### config.mk
export PLATFORM = sky130hd
export DESIGN_NAME = x_inject_sched
export DESIGN_NICKNAME = d
export VERILOG_FILES = /design/src/rtl/x_inject_sched_pkg.sv /design/src/rtl/x_inject_sched_rr_arbiter.sv /design/src/rtl/x_inject_sched.sv
export SDC_FILE = /design/constraint.sdc
export NUM_CORES = 1
export LEC_CHECK = 0
export CORE_MARGIN = 5
export CORE_UTILIZATION = 30
export DETAILED_ROUTE_END_ITERATION = 8
export HOLD_SLACK_MARGIN = 0.08
export PLACE_DENSITY = 0.53
export REMOVE_ABC_BUFFERS = 1
export SYNTH_ARGS = -nofsm -noshare
export SYNTH_HDL_FRONTEND = slang
export SYNTH_HIERARCHICAL = 1
export SYNTH_SLANG_ARGS = --single-unit
export TNS_END_PERCENT = 5
### constraint.sdc
create_clock -name CK -period 3.7 [get_ports CK]
set_clock_uncertainty 0.1 [all_clocks]
set_input_delay 1.11 -clock CK [delete_from_list [all_inputs] [get_ports CK]]
set_output_delay 1.11 -clock CK [all_outputs]
set_load 0.02 [all_outputs]
### src/rtl/x_inject_sched_pkg.sv
// Shared types, defaults and sizing helper for the DFFx fault-injection controllers.
package xprova_inj_pkg;

  typedef enum logic [2:0] {IDLE, ARB, HOLD, COOL, EXH} state_t;

  localparam int DEF_N        = 4;
  localparam int DEF_MAX_INJ  = 3;
  localparam int DEF_HOLD_CYC = 1;
  localparam int DEF_COOL_CYC = 0;

  // Bits needed to hold values 0..v-1; never returns less than one.
  function automatic int clog2(input int v);
    int r;
    r = 0;
    while ((1 << r) < v) r = r + 1;
    if (r < 1) r = 1;
    return r;
  endfunction

endpackage

### src/rtl/x_inject_sched_rr_arbiter.sv
// Combinational round-robin pick: first set request at or after i_ptr, cyclically.
// Zero latency; o_gnt_vld is low when no request is set.
module rr_arbiter
  import xprova_inj_pkg::*;
#(
  parameter int N  = DEF_N,
  parameter int IW = clog2(DEF_N)
) (
  input  logic [N-1:0]  i_req,
  input  logic [IW-1:0] i_ptr,
  output logic [IW-1:0] o_gnt_idx,
  output logic          o_gnt_vld
);

  logic [IW-1:0] w_idx;

  always_comb begin
    o_gnt_idx = '0;
    o_gnt_vld = 1'b0;
    w_idx     = '0;
    for (int k = 0; k < N; k++) begin
      w_idx = IW'((int'(i_ptr) + k) % N);
      if (!o_gnt_vld && i_req[w_idx]) begin
        o_gnt_vld = 1'b1;
        o_gnt_idx = w_idx;
      end
    end
  end

endmodule

### src/rtl/x_inject_sched.sv
// Schedules bounded fault injections into a bank of DFFx flops, one flop at a time, round-robin.
// Registered outputs; V rises one cycle after an ARB grant and holds HOLD_CYC cycles.
module x_inject_sched
  import xprova_inj_pkg::*;
#(
  parameter int N        = DEF_N,
  parameter int MAX_INJ  = DEF_MAX_INJ,
  parameter int HOLD_CYC = DEF_HOLD_CYC,
  parameter int COOL_CYC = DEF_COOL_CYC,
  parameter int CW       = clog2(MAX_INJ + 1),
  parameter int IW       = clog2(N)
) (
  input  logic          CK,
  input  logic          RS,
  input  logic          en,
  input  logic          clr,
  input  logic [N-1:0]  req,
  input  logic [N-1:0]  rnd_d,
  input  logic [N-1:0]  rnd_v,
  output logic [N-1:0]  V,
  output logic [N-1:0]  rD,
  output logic [N-1:0]  rV,
  output logic [IW-1:0] grant_idx,
  output logic [CW-1:0] inj_cnt,
  output logic          exhausted
);

  localparam int TW = clog2(((HOLD_CYC > COOL_CYC) ? HOLD_CYC : COOL_CYC) + 1);

  state_t        r_state, w_nxt;
  logic [TW-1:0] r_cnt, w_cnt_nxt;
  logic [IW-1:0] r_ptr, w_ptr_nxt, r_gidx, w_gidx_nxt;
  logic [CW-1:0] r_inj, w_inj_nxt;
  logic [N-1:0]  r_v, r_rd, r_rv, w_sel;
  logic          r_exh;
  logic [IW-1:0] w_arb_idx;
  logic          w_arb_vld;
  logic          w_budget, w_last, w_cnt_last;

  rr_arbiter #(.N(N), .IW(IW)) u_arb (
    .i_req     (req),
    .i_ptr     (r_ptr),
    .o_gnt_idx (w_arb_idx),
    .o_gnt_vld (w_arb_vld)
  );

  assign w_budget   = (int'(r_inj) < MAX_INJ);
  assign w_last     = (int'(r_inj) + 1 >= MAX_INJ);
  assign w_cnt_last = (r_cnt == TW'(1));

  always_ff @(posedge CK or negedge RS) begin
    if (!RS) r_state <= IDLE;
    else     r_state <= w_nxt;
  end

  always_comb begin
    w_nxt = r_state;
    if (clr || !en) begin
      w_nxt = IDLE;
    end else begin
      case (r_state)
        IDLE: w_nxt = ARB;
        ARB: begin
          if (!w_budget)      w_nxt = EXH;
          else if (w_arb_vld) w_nxt = HOLD;
        end
        HOLD: begin
          if (w_cnt_last) begin
            if (w_last)            w_nxt = EXH;
            else if (COOL_CYC > 0) w_nxt = COOL;
            else                   w_nxt = ARB;
          end
        end
        COOL:    if (w_cnt_last) w_nxt = ARB;
        default: w_nxt = r_state;
      endcase
    end
  end

  // An aborted hold (en low) leaves budget and pointer untouched.
  always_comb begin
    w_cnt_nxt  = r_cnt;
    w_ptr_nxt  = r_ptr;
    w_gidx_nxt = r_gidx;
    w_inj_nxt  = r_inj;
    w_sel      = '0;
    if (clr) begin
      w_inj_nxt = '0;
      w_ptr_nxt = '0;
    end else if (en) begin
      case (r_state)
        ARB: begin
          if (w_budget && w_arb_vld) begin
            w_gidx_nxt = w_arb_idx;
            w_cnt_nxt  = TW'(HOLD_CYC);
            w_sel      = N'(1) << w_arb_idx;
          end
        end
        HOLD: begin
          if (w_cnt_last) begin
            if (w_budget) w_inj_nxt = r_inj + CW'(1);
            w_ptr_nxt = IW'((int'(r_gidx) + 1) % N);
            w_cnt_nxt = TW'(COOL_CYC);
          end else begin
            w_cnt_nxt = r_cnt - TW'(1);
            w_sel     = N'(1) << r_gidx;
          end
        end
        COOL:    w_cnt_nxt = r_cnt - TW'(1);
        default: w_cnt_nxt = r_cnt;
      endcase
    end
  end

  always_ff @(posedge CK or negedge RS) begin
    if (!RS) begin
      r_cnt  <= '0;
      r_ptr  <= '0;
      r_gidx <= '0;
      r_inj  <= '0;
      r_v    <= '0;
      r_rd   <= '0;
      r_rv   <= '0;
      r_exh  <= 1'b0;
    end else begin
      r_cnt  <= w_cnt_nxt;
      r_ptr  <= w_ptr_nxt;
      r_gidx <= w_gidx_nxt;
      r_inj  <= w_inj_nxt;
      r_v    <= w_sel;
      r_rd   <= w_sel & rnd_d;
      r_rv   <= w_sel & rnd_v;
      r_exh  <= (w_nxt == EXH);
    end
  end

  assign V         = r_v;
  assign rD        = r_rd;
  assign rV        = r_rv;
  assign grant_idx = r_gidx;
  assign inj_cnt   = r_inj;
  assign exhausted = r_exh;

endmodule

; Word-level counts from Yosys, hierarchy flattened
; Index checks and enable logic that the tools add are counted.
[classes]
addsub = 7
magnitude_cmp = 6
n_eq_ne = 5
n_shift = 2
muxes = 40
n_bitwise = 3
reduce_logical = 19
[op_table]
columns = operator, n
row1 = two-way mux 2 bit, 13
row2 = two-way mux 3 bit, 6
row3 = two-way mux 4 bit, 4
row4 = less-than comparator 2 x 3 -> 1 bit (second input constant), 4
row5 = one-hot mux 3 bit (4 select lines), 1
row6 = AND reduction 4 bit, 3
row7 = two-way mux 1 bit, 10
row8 = bitwise AND 4 bit, 2
row9 = binary-select mux 1 bit (select 2 bit), 4
row10 = one-hot mux 4 bit (2 select lines), 1
row11 = nonzero test 2 bit, 4
row12 = << shifter 1 x 2 -> 4 bit (first input constant), 2
row13 = adder 2 x 1 -> 2 bit (second input constant), 3
row14 = equality test 3 x 2 -> 1 bit (second input constant), 2
row15 = adder 2 bit (second input constant), 2
row16 = logical AND 1 bit, 4
row17 = zero test 1 bit, 4
row18 = adder 2 x 1 -> 3 bit (second input constant), 1
row19 = equality test 3 x 1 -> 1 bit (second input constant), 1
row20 = equality test 3 bit (second input constant), 1
row21 = greater-or-equal comparator 3 x 2 -> 1 bit (second input constant), 1
row22 = zero test 3 bit, 1
row23 = one-hot mux 1 bit (3 select lines), 1
row24 = AND reduction 3 bit, 1
row25 = 6 further kinds, 6
[word_totals]
ff_bits = 23
inputBits = 16
out_inout_bits = 17
word_cells = 91

; Longest topological paths before layout
[logic_depth]
depth_word = 18
mapped_depth = 6
depth_no_buf = 6

; Cells and area by module
; Netlist, hierarchy kept.
[by_module_without_submodules]
columns = module, n_inst, cells_each, area_each_um2, seq_area_each_um2
row1 = x_inject_sched, 1, 106, 1178.6, 575.6
row2 = rr_arbiter, 1, 15, 77.6, 0.0

; Worst setup path before layout
; No wires, ideal clock.
[synth_path]
kind = input port to flip-flop
startpoint = input req[1]
endpoint = register r_rd[3] (netlist: rD[3])
setup_time_ns = 0.088
arrival_ns = 2.154
required_time_ns = 3.512
setup_slack_ns = 1.358
cell_stages = 6
path_buffers = 0
cell_sequence = inv_1 a221o_1 a21oi_1 and2_1 a32oi_1 nor3b_1
[synth_via]
elab_chain_cells = 18
elab_cells_between_ends = 29
classes_between = shift (1) / mux (20) / bitwise (1) / reduce/logical (7)
[synth_rtl]
columns = element, line
row1 = start: declaration, x_inject_sched.sv:17  ; input logic [N-1:0] req,
row2 = binary-select mux 1 bit (select 2 bit), x_inject_sched_rr_arbiter.sv:23  ; if (!o_gnt_vld && i_req[w_idx]) begin
row3 = two-way mux 1 bit (implied by the code), x_inject_sched_rr_arbiter.sv:23
row4 = two-way mux 1 bit, x_inject_sched_rr_arbiter.sv:23
row5 = zero test 1 bit, x_inject_sched_rr_arbiter.sv:23
row6 = logical AND 1 bit, x_inject_sched_rr_arbiter.sv:23
row7 = two-way mux 1 bit, x_inject_sched_rr_arbiter.sv:23
row8 = zero test 1 bit, x_inject_sched_rr_arbiter.sv:23
row9 = logical AND 1 bit, x_inject_sched_rr_arbiter.sv:23
row10 = [... 3 more ...], n/a
row11 = two-way mux 2 bit *, x_inject_sched_rr_arbiter.sv:23
row12 = named net w_arb_idx[0], x_inject_sched.sv:36  ; logic [IW-1:0] w_arb_idx;
row13 = << shifter 1 x 2 -> 4 bit *, x_inject_sched.sv:96  ; w_sel = N'(1) << w_arb_idx;
row14 = two-way mux 4 bit *, x_inject_sched.sv:93  ; if (w_budget && w_arb_vld) begin
row15 = one-hot mux 4 bit (2 select lines) *, x_inject_sched.sv:91  ; case (r_state)
row16 = two-way mux 4 bit *, x_inject_sched.sv:90  ; end else if (en) begin
row17 = two-way mux 4 bit *, x_inject_sched.sv:87  ; if (clr) begin
row18 = bitwise AND 4 bit *, x_inject_sched.sv:131  ; r_rd <= w_sel & rnd_d;
row19 = end signal: assignment, x_inject_sched.sv:131
row20 = end: declaration, x_inject_sched.sv:34  ; logic [N-1:0] r_v, r_rd, r_rv, w_sel;
; The timed path passes the listed nets; every way through them passes the cells marked *. The select of a mux whose other input is x is not followed.
; A chain may end at the register's enable or synchronous reset.

; Worst setup path after layout
; Same ends and word-level chain as after synthesis.

==> impl_results.md <==
- Num ports: 33
- Num CTS Buffers: 3
- Gate Count Post-Synth: ~120
- Worst EP required: roughly 3.8 ns
- Endpoint class of the critical path: register
- FF-to-FF setup slack: 1.78 ns
- Netlist Area Pre-Place: 0.00126 mm2
- # rows: 23
- Largest net degree at the start of global routing: 24
- Routed Antenna Nets: 0
- DRT iter0 DRCs: 23
- Hold Path Stages: 1
- Most common flop cell mapped by yosys: dfrtp_1
- Resized Gates After CTS: 0
- Yosys synthesis warning count: 6
- DR DRC count: 0
- Max-cap violation count: 0
- Router iterations before antenna repair: 4
- Internal: roughly 0.00038 W
- Vias in the first global route: 998
- Grt ovf: 0
- Gpl congestion: 0.757
- Avg Vias per Cell: between 4 and 5
- WP data arrival: 2.90 ns
- Crit share post-route: 0.761
- Worst-path maximum fanout: 5
- Fraction of registers with async set or reset after synthesis: 1.00
- Worst-skew pair later-pin latency: 0.26 ns
- Post-Layout Inst Area: 0.00165 mm2
- Detailed Route WL: 2760 um
- Die ar.: roughly 0.0056 mm2
- Crit path time final: roughly 2.8 ns
- P_sw: roughly 0.00013 W
- Startpoint types: input port
- Num Clock Sinks: 23
- Comb power frac: 0.167
- Status: completed
- Post-synthesis cell type count: 39
- Clock share of power: 0.306
- Deepest clock path buffer count: 2
- First-pass GRT wire length: 4420 um
- Setup TNS: 0 ns
- Peak Freq: 355 MHz
- Gr usage total: 0.102
- Port Buf Inserts: 32
- Worst Tran Pin Value: 0.488 ns
- DR WL/cell: 13.6 um
- RSZ-0062 raised after global routing: false
- Root Buffer: clkbuf_8
- Die Y: 74.7 um
- Flop pwr share: 0.527
- Area after DPL: 0.00160 mm2
- Pwr Density: 309 mW/mm2
- Diode count: 0
- Leak: 0.714 nW
- DP Wirelength: ~2100 um
- Tot Pwr: 0.000509 W
- Rel. slew slack: 0.674
- Setup Viol. Count Final: 0
- Antenna violations before repair: 0
- Area Overhead vs Synth: 31.4%
- Cell count of the worst reg-to-reg path: 4
- Peak supply drop: 144 uV
- CTS tree: built
- Hold Path Class: register to register
- Yosys reg bits: 23
- Most common cell after layout, fill and taps aside: clkdlybuf4s50_1
- Sequential area share after synthesis: 0.458
- Layout cells sized above 1: 0.0654
- Die W: 74.7 um
- Nets: 177
- Switching part of the total: 0.263
- Worst setup path category: input port to register
- Core ar.: 0.00403 mm2
- DR vias: 981
- H-Tree Depth: 1
- Worst-path clk slew: approximately 0.08 ns
- Postcts setup bufs: 0
- CTS hold repair buffers: 0
- Commonest non-fill, non-tap cells in the layout: clkdlybuf4s50_1 (32), dfrtp_1 (23), a21oi_1 (12)
- Syn Area/Cell: just over 10 um2
- Slew Viols, Final: 0
- Final core occ: 0.410
- EDFF count, synth: 0
- Initial cell density of the core: 0.312
- Fin. Hold Viols: 0
==> sequential cells by signal, indices dropped and copies added (netlist names) <==
signal and flops:
rV 4, exhausted 1, r_cnt 1, V 4, r_state 3, inj_cnt 2, r_ptr 2, rD 4
grant_idx 2
==> layer usage <==
metal / up-vias / global-route usage / wire (um)
li1: 493 / - / -
met2: 25 / 0.178 / 1320
met5: - / 0 / 0
met3: 2 / 0.0294 / 207
met4: 0 / 0.0257 / 11
met1: 461 / 0.124 / 1220
==> stage by stage <==
step	instances	hold slack, ns	setup WS (ns)
CTS	203	0.501	0.863
finish	203	0.495	0.883
global route	203	0.524	0.749
global placement	199	0.485	0.683
floorplan	116	0.453	1.36
detailed placement	199	0.480	0.587
==> critical path, stage by stage <==
cell,delay [ns]
clkdlybuf4s50_1,0.50
inv_1,0.06
a221o_1,0.35
a21oi_1,0.31
and2_1,0.18
a32oi_1,0.14
nor3b_1,0.25
==> power by group through the flow <==
| stage | Combinational (W) | Clock [W] | Sequential (W) |
|---|---|---|---|
| finish | 0.0000851 | 0.000156 | 0.000268 |
| global route | 0.0000950 | 0.000171 | 0.000270 |
| CTS | 0.0000871 | 0.000163 | 0.000268 |
| detailed placement | 0.0000869 | 0 | 0.000273 |
| global placement | 0.0000854 | 0 | 0.000274 |
| floorplan | 0.0000360 | 0 | 0.000278 |
==> cells in the mapped netlist (all sizes together) (3+ instances only) <==
master,number,share of area
a21oi,12,0.048
ha,7,0.070
inv,12,0.036
a32oi,3,0.021
nor3b,7,0.046
nand2b,3,0.015
buf,5,0.034
o21ai,8,0.032
dfrtp,23,0.46
nor2,9,0.027
nand3,3,0.012
==> layout make-up <==
type / instances / area (um2)
Clock buffer: 3 / 41.3
Timing Repair Buffer: 33 / 328
Fill cell: 401 / 2380
Inverter: 12 / 45.0
Tap cell: 50 / 62.6
Sequential cell: 23 / 576
Multi-Input combinational cell: 81 / 593
Clock inverter: 1 / 5.00
==> path summary, 6_finish.rpt <==
kind | startpoint | to
max | req[1] | rD[3]
min | grant_idx[0] | grant_idx[0]
max reg2reg | inj_cnt[0] | grant_idx[0]
min reg2reg | grant_idx[0] | grant_idx[0]
max in group asynchronous | RS | r_state[1]
min in group asynchronous | RS | rV[2]
==> logic make-up (layout without fill, tap and decap cells) <==
family	Yosys count	after routing	share of synthesized area
multiplexers	4	4	0.0339
flip-flops	23	23	0.458
adder cells (fa/ha/maj)	7	7	0.0697
AO/OA/AOI/OAI	30	30	0.148
AND/OR/NAND/NOR	39	39	0.213
buffers and inverters	17	49	0.0697
XOR/XNOR	1	1	0.00697
Note: power is estimated with default switching activity, not from simulation.
==> patch 1 (same settings) <==
`DEF_MAX_INJ`: 3 -> 6.
--- a/src/rtl/x_inject_sched_pkg.sv
+++ b/src/rtl/x_inject_sched_pkg.sv
@@ -6,3 +6,3 @@
   localparam int DEF_N        = 4;
-  localparam int DEF_MAX_INJ  = 3;
+  localparam int DEF_MAX_INJ  = 6;
   localparam int DEF_HOLD_CYC = 1;
Interface: changed (resized inj_cnt); port bits go from 33 to 34. The function was not compared with the original's and may differ.
==> patch 1 against the original RTL <==
Setup slack lost 0.029 ns; sequential cell count grew 1; total power grew 19%; synthesized area grew 1.1%; critical path depth is the same; design area grew 4.5%; wire length shrank 3.4%; core utilization grew 1.5 points; highest routed layer unchanged.
==> patch 1: results (changes against the original RTL) <==
outcome finished clean; family with the most delay on the worst path buffers and inverters; final estimated routing congestion in global placement 0.8050 (+6.4%); final-layout non-clock buffer area share 0.1959 (-0.002699); delay of the slowest cell on the worst path 0.52 ns (+0.02 ns); number of buffers other than clock buffers in the final layout 34 (+3.0%); worst r2r dst rD[3]$_DFF_PN0_; maximum vdd drop 0.0001541 V (+6.9%); share of cell area taken by flip-flops and latches 0.3483 (-0.0004180); global router's overall resource usage 0.1027 (+0.0005207); total half-perimeter wirelength after legalization and detailed placement 2097 um (-0.75%); sequential area share after synthesis 0.4729 (+0.01474); transition time of the tightest slew-check pin 0.4266 ns (-0.06145 ns); vias in the first global route 975 (-2.3%); placement-stage worst setup slack 0.5568 ns (-0.02975 ns); leading cell types by total area after synthesis dfrtp_1 (47%), ha_1 (5.9%), a21oi_4 (5.1%), and2_1 (3.9%), inv_1 (3.0%); leading cell types by count after synthesis dfrtp_1 (24), inv_1 (10), nand2_1 (9); largest net degree at the start of global routing 25 (+4.2%); Buffers on Ports 33 (+3.1%); average wire length per cell after detail routing 13.27 um (-2.4%); total number of multi-input combinational cells 78 (-3.7%); minimum hold slack 0.4984 ns (+0.003416 ns); clk cell area share 0.04136 (+0.01331); number of sequential cells 24 (+4.3%); post-synthesis instance total 116 (-4.1%); first-pass GRT wire length 4436 um (+0.32%); source of the worst register-to-register timing path r_ptr[0]$_DFFE_PN0P_; reg-to-reg slack, setup 1.88 ns (+0.10 ns); layout-stage area growth over the synthesis result 35.76%; reported leakage power 0.7465 nW (+4.6%); start point of the worst min-delay path r_ptr[1]$_DFFE_PN0P_; Register-to-Register Path Depth 6 (+2); final net count 174 (-1.7%); area after detailed placement 1653 um^2 (+3.0%); count of unique library cells instantiated by Yosys 36 (-7.7%); number of vias in the routed layout 966 (-1.5%); worst hold path stage count 2 (+1); footprint of the multi-input gates 610.6 um^2 (+3.0%); FILL cells 389 (-3.0%)
## patch 1: cell types whose count changed in the layout (fill, tap and decap cells not counted), sizes merged, moves of 6 or more
cell / change
nor3b: -6
o21ai: -6
and2: +7
nand2: +8
## patch 1: power breakdown
part / switching [mW] / internal (mW) / leakage, nW / total (mW)
registers: 0.0154 / 0.272 / 0.329 / 0.287
clock network: 0.0782 / 0.144 / 0.0357 / 0.223
logic: 0.0473 / 0.0504 / 0.382 / 0.0977
## patch 1: how the worst max path moves through the flow
stage / from / endpoint / slack [ns]
2_1_floorplan: req[3] / grant_idx[0]$_DFFE_PN0P_ / 1.29
3_3_place_gp: req[0] / grant_idx[0]$_DFFE_PN0P_ / 0.58
3_5_place_dp: req[0] / grant_idx[1]$_DFFE_PN0P_ / 0.56
4_1_cts: req[0] / grant_idx[1]$_DFFE_PN0P_ / 0.84
5_1_grt: req[0] / grant_idx[1]$_DFFE_PN0P_ / 0.76
6_report: req[0] / grant_idx[1]$_DFFE_PN0P_ / 0.85
## patch 1: kinds of logic (layout without fill, tap and decap cells)
kind of cell | Yosys count | after routing | synth area share
adder cells (fa/ha/maj) | 6 | 6 | 0.05911
buffers and inverters | 14 | 49 | 0.04631
AND/OR/NAND/NOR | 42 | 42 | 0.2089
flip-flops | 24 | 24 | 0.4729
AO/OA/AOI/OAI | 23 | 23 | 0.1537
multiplexers | 3 | 3 | 0.03153
XOR/XNOR | 4 | 4 | 0.02759
## patch 1: per-layer routing
metal,GRT usage,share of wire
met5,0,0
met2,0.1702,0.48
met3,0.02537,0.088
met4,0.02964,0.0049
met1,0.1326,0.43
## patch 1: worst register-to-register path, cell delays in order, from the launching register on
cell,delay (ns)
dfrtp_1,0.42
inv_2,0.05
a221o_1,0.31
a21oi_1,0.33
nand4_1,0.22
a21oi_4,0.20
and2_1,0.14
==> patch 2 (same flow settings) <==
Made on the original files. Encoding of `state_t`: now Gray code (3 bits for 5 states).
--- a/src/rtl/x_inject_sched_pkg.sv
+++ b/src/rtl/x_inject_sched_pkg.sv
@@ -3,3 +3,3 @@
 
-  typedef enum logic [2:0] {IDLE, ARB, HOLD, COOL, EXH} state_t;
+  typedef enum logic [2:0] {IDLE = 3'b000, ARB = 3'b001, HOLD = 3'b011, COOL = 3'b010, EXH = 3'b110} state_t;
 
Check against the original RTL: same outputs for any inputs over 4 cycles, from zero or initial values; so few cycles prove little.
==> patch 2 against the original RTL <==
Setup slack got worse by 0.036 ns; largest power group unchanged; wire length is 0.80% lower; design area grew 1.1%; highest routed layer unchanged; sequential cell count unchanged; global-route usage is 0.43 points higher; synthesized area decreased by 1.3%; via count grew 1.3%; count of clock-buffer cells in the layout unchanged; total power decreased by 0.53%.
==> patch 2: results (changes against the original RTL) <==
leading cell types by total area after synthesis dfrtp_1 (46%), ha_1 (7.1%), a21oi_1 (3.6%), nor3b_1 (3.6%), inv_1 (3.0%); count of unique library cells instantiated by Yosys 38 (-2.6%); placement-stage worst setup slack 0.5958 ns (+0.009195 ns); vias in the first global route 973 (-2.5%); post-synthesis instance total 119 (-1.7%); leading cell types by count after synthesis dfrtp_1 (23), inv_1 (10), a21oi_1 (9), nor2_1 (9), ha_1 (7); ratio of cells with drive above 1 in the final layout 0.07792 (+0.01256); met2 layer wire length in the routed design 1261 um (-4.7%); reg-to-reg slack, setup 1.76 ns (-0.02 ns); number of vias in the routed layout 994 (+1.3%); slew margin rel. 0.6416 (-0.03214); length of the first detailed-routing pass in iterations 4 (unchanged); Crit path arrival time 2.93 ns (+0.03 ns); total half-perimeter wirelength after legalization and detailed placement 2111 um (about the same); met3 wire length 195 um (-5.8%); met1 layer wirelength in the final routing 1270 um (+4.3%); final wirelength 2739 um (-0.80%); outcome finished clean; DRT iter0 DRCs 29 (+26%); first-pass GRT wire length 4581 um (+3.6%); average wire length per cell after detail routing 13.43 um (-1.3%); final net count 178 (+0.56%); global router's overall resource usage 0.1064 (+0.004288); cell count after placement 200 (+0.50%); maximum vdd drop 0.0001494 V (+3.7%); start point of the worst min-delay path grant_idx[1]$_DFFE_PN0P_; sequential area share after synthesis 0.4642 (+0.006010); worst r2r dst rV[3]$_DFF_PN0_; end point of the most critical hold path grant_idx[1]$_DFFE_PN0P_; FILL cells 388 (-3.2%)
[patch 2: layer usage]
layer / track usage / vias up
met5: 0 / -
met4: 0.03557 / 0
met3: 0.02432 / 2
met2: 0.1683 / 27
met1: 0.1444 / 468
li1: - / 497
[patch 2: worst register-to-register path: stages (launching register included)]
cell and delay (ns):
dfrtp_1 0.44, ha_1 0.31, nor2b_1 0.47, nand4_1 0.27, a211oi_2 0.27
[patch 2: logic make-up (layout without fill, tap and decap cells)]
logic type      Yosys count  after routing  share of synthesized area
buf+inv                  14             49                    0.04641
simple gates             41             41                     0.2149
compound gates           30             30                     0.1685
fa+ha+maj                 7              7                    0.07063
flops                    23             23                     0.4642
mux                       4              4                    0.03532
[patch 2: area by class of cell]
type | instances | area, um^2 | area share
Multi-Input combinational cell | 82 | 606.8 | 0.3638
Sequential cell | 23 | 575.6 | 0.3451
Timing Repair Buffer | 34 | 335.3 | 0.2011
Tap cell | 50 | 62.56 | 0.03751
Clock buffer | 3 | 41.29 | 0.02476
Inverter | 11 | 41.29 | 0.02476
Clock inverter | 1 | 5.005 | 0.003001
[patch 2: power breakdown]
group | switching (mW) | leakage (nW) | internal (mW)
clock | 0.0796 | 0.0255 | 0.0751
sequential | 0.0125 | 0.318 | 0.258
combinational | 0.0404 | 0.397 | 0.0413
[patch 2: how the worst max path moves through the flow]
stage	to	slack (ns)	cells past startpoint	from
6_report	rD[1]$_DFF_PN0_	0.85	7	req[1]
2_1_floorplan	rD[1]$_DFF_PN0_	1.32	6	req[1]
5_1_grt	rV[1]$_DFF_PN0_	0.69	7	req[1]
3_5_place_dp	rD[1]$_DFF_PN0_	0.60	7	req[1]
4_1_cts	rD[1]$_DFF_PN0_	0.85	7	req[1]
3_3_place_gp	rD[1]$_DFF_PN0_	0.66	7	req[1]
[patch 2: through the flow]
stage	utilization	hold slack [ns]	cell area, um^2
after detailed placement	0.4054	0.5032	1622
final	0.4170	0.5186	1668
after global placement	0.4054	0.4878	1622
after floorplan	-	0.4533	1224
after global routing	0.4170	0.5486	1668
after CTS	0.4170	0.5184	1668
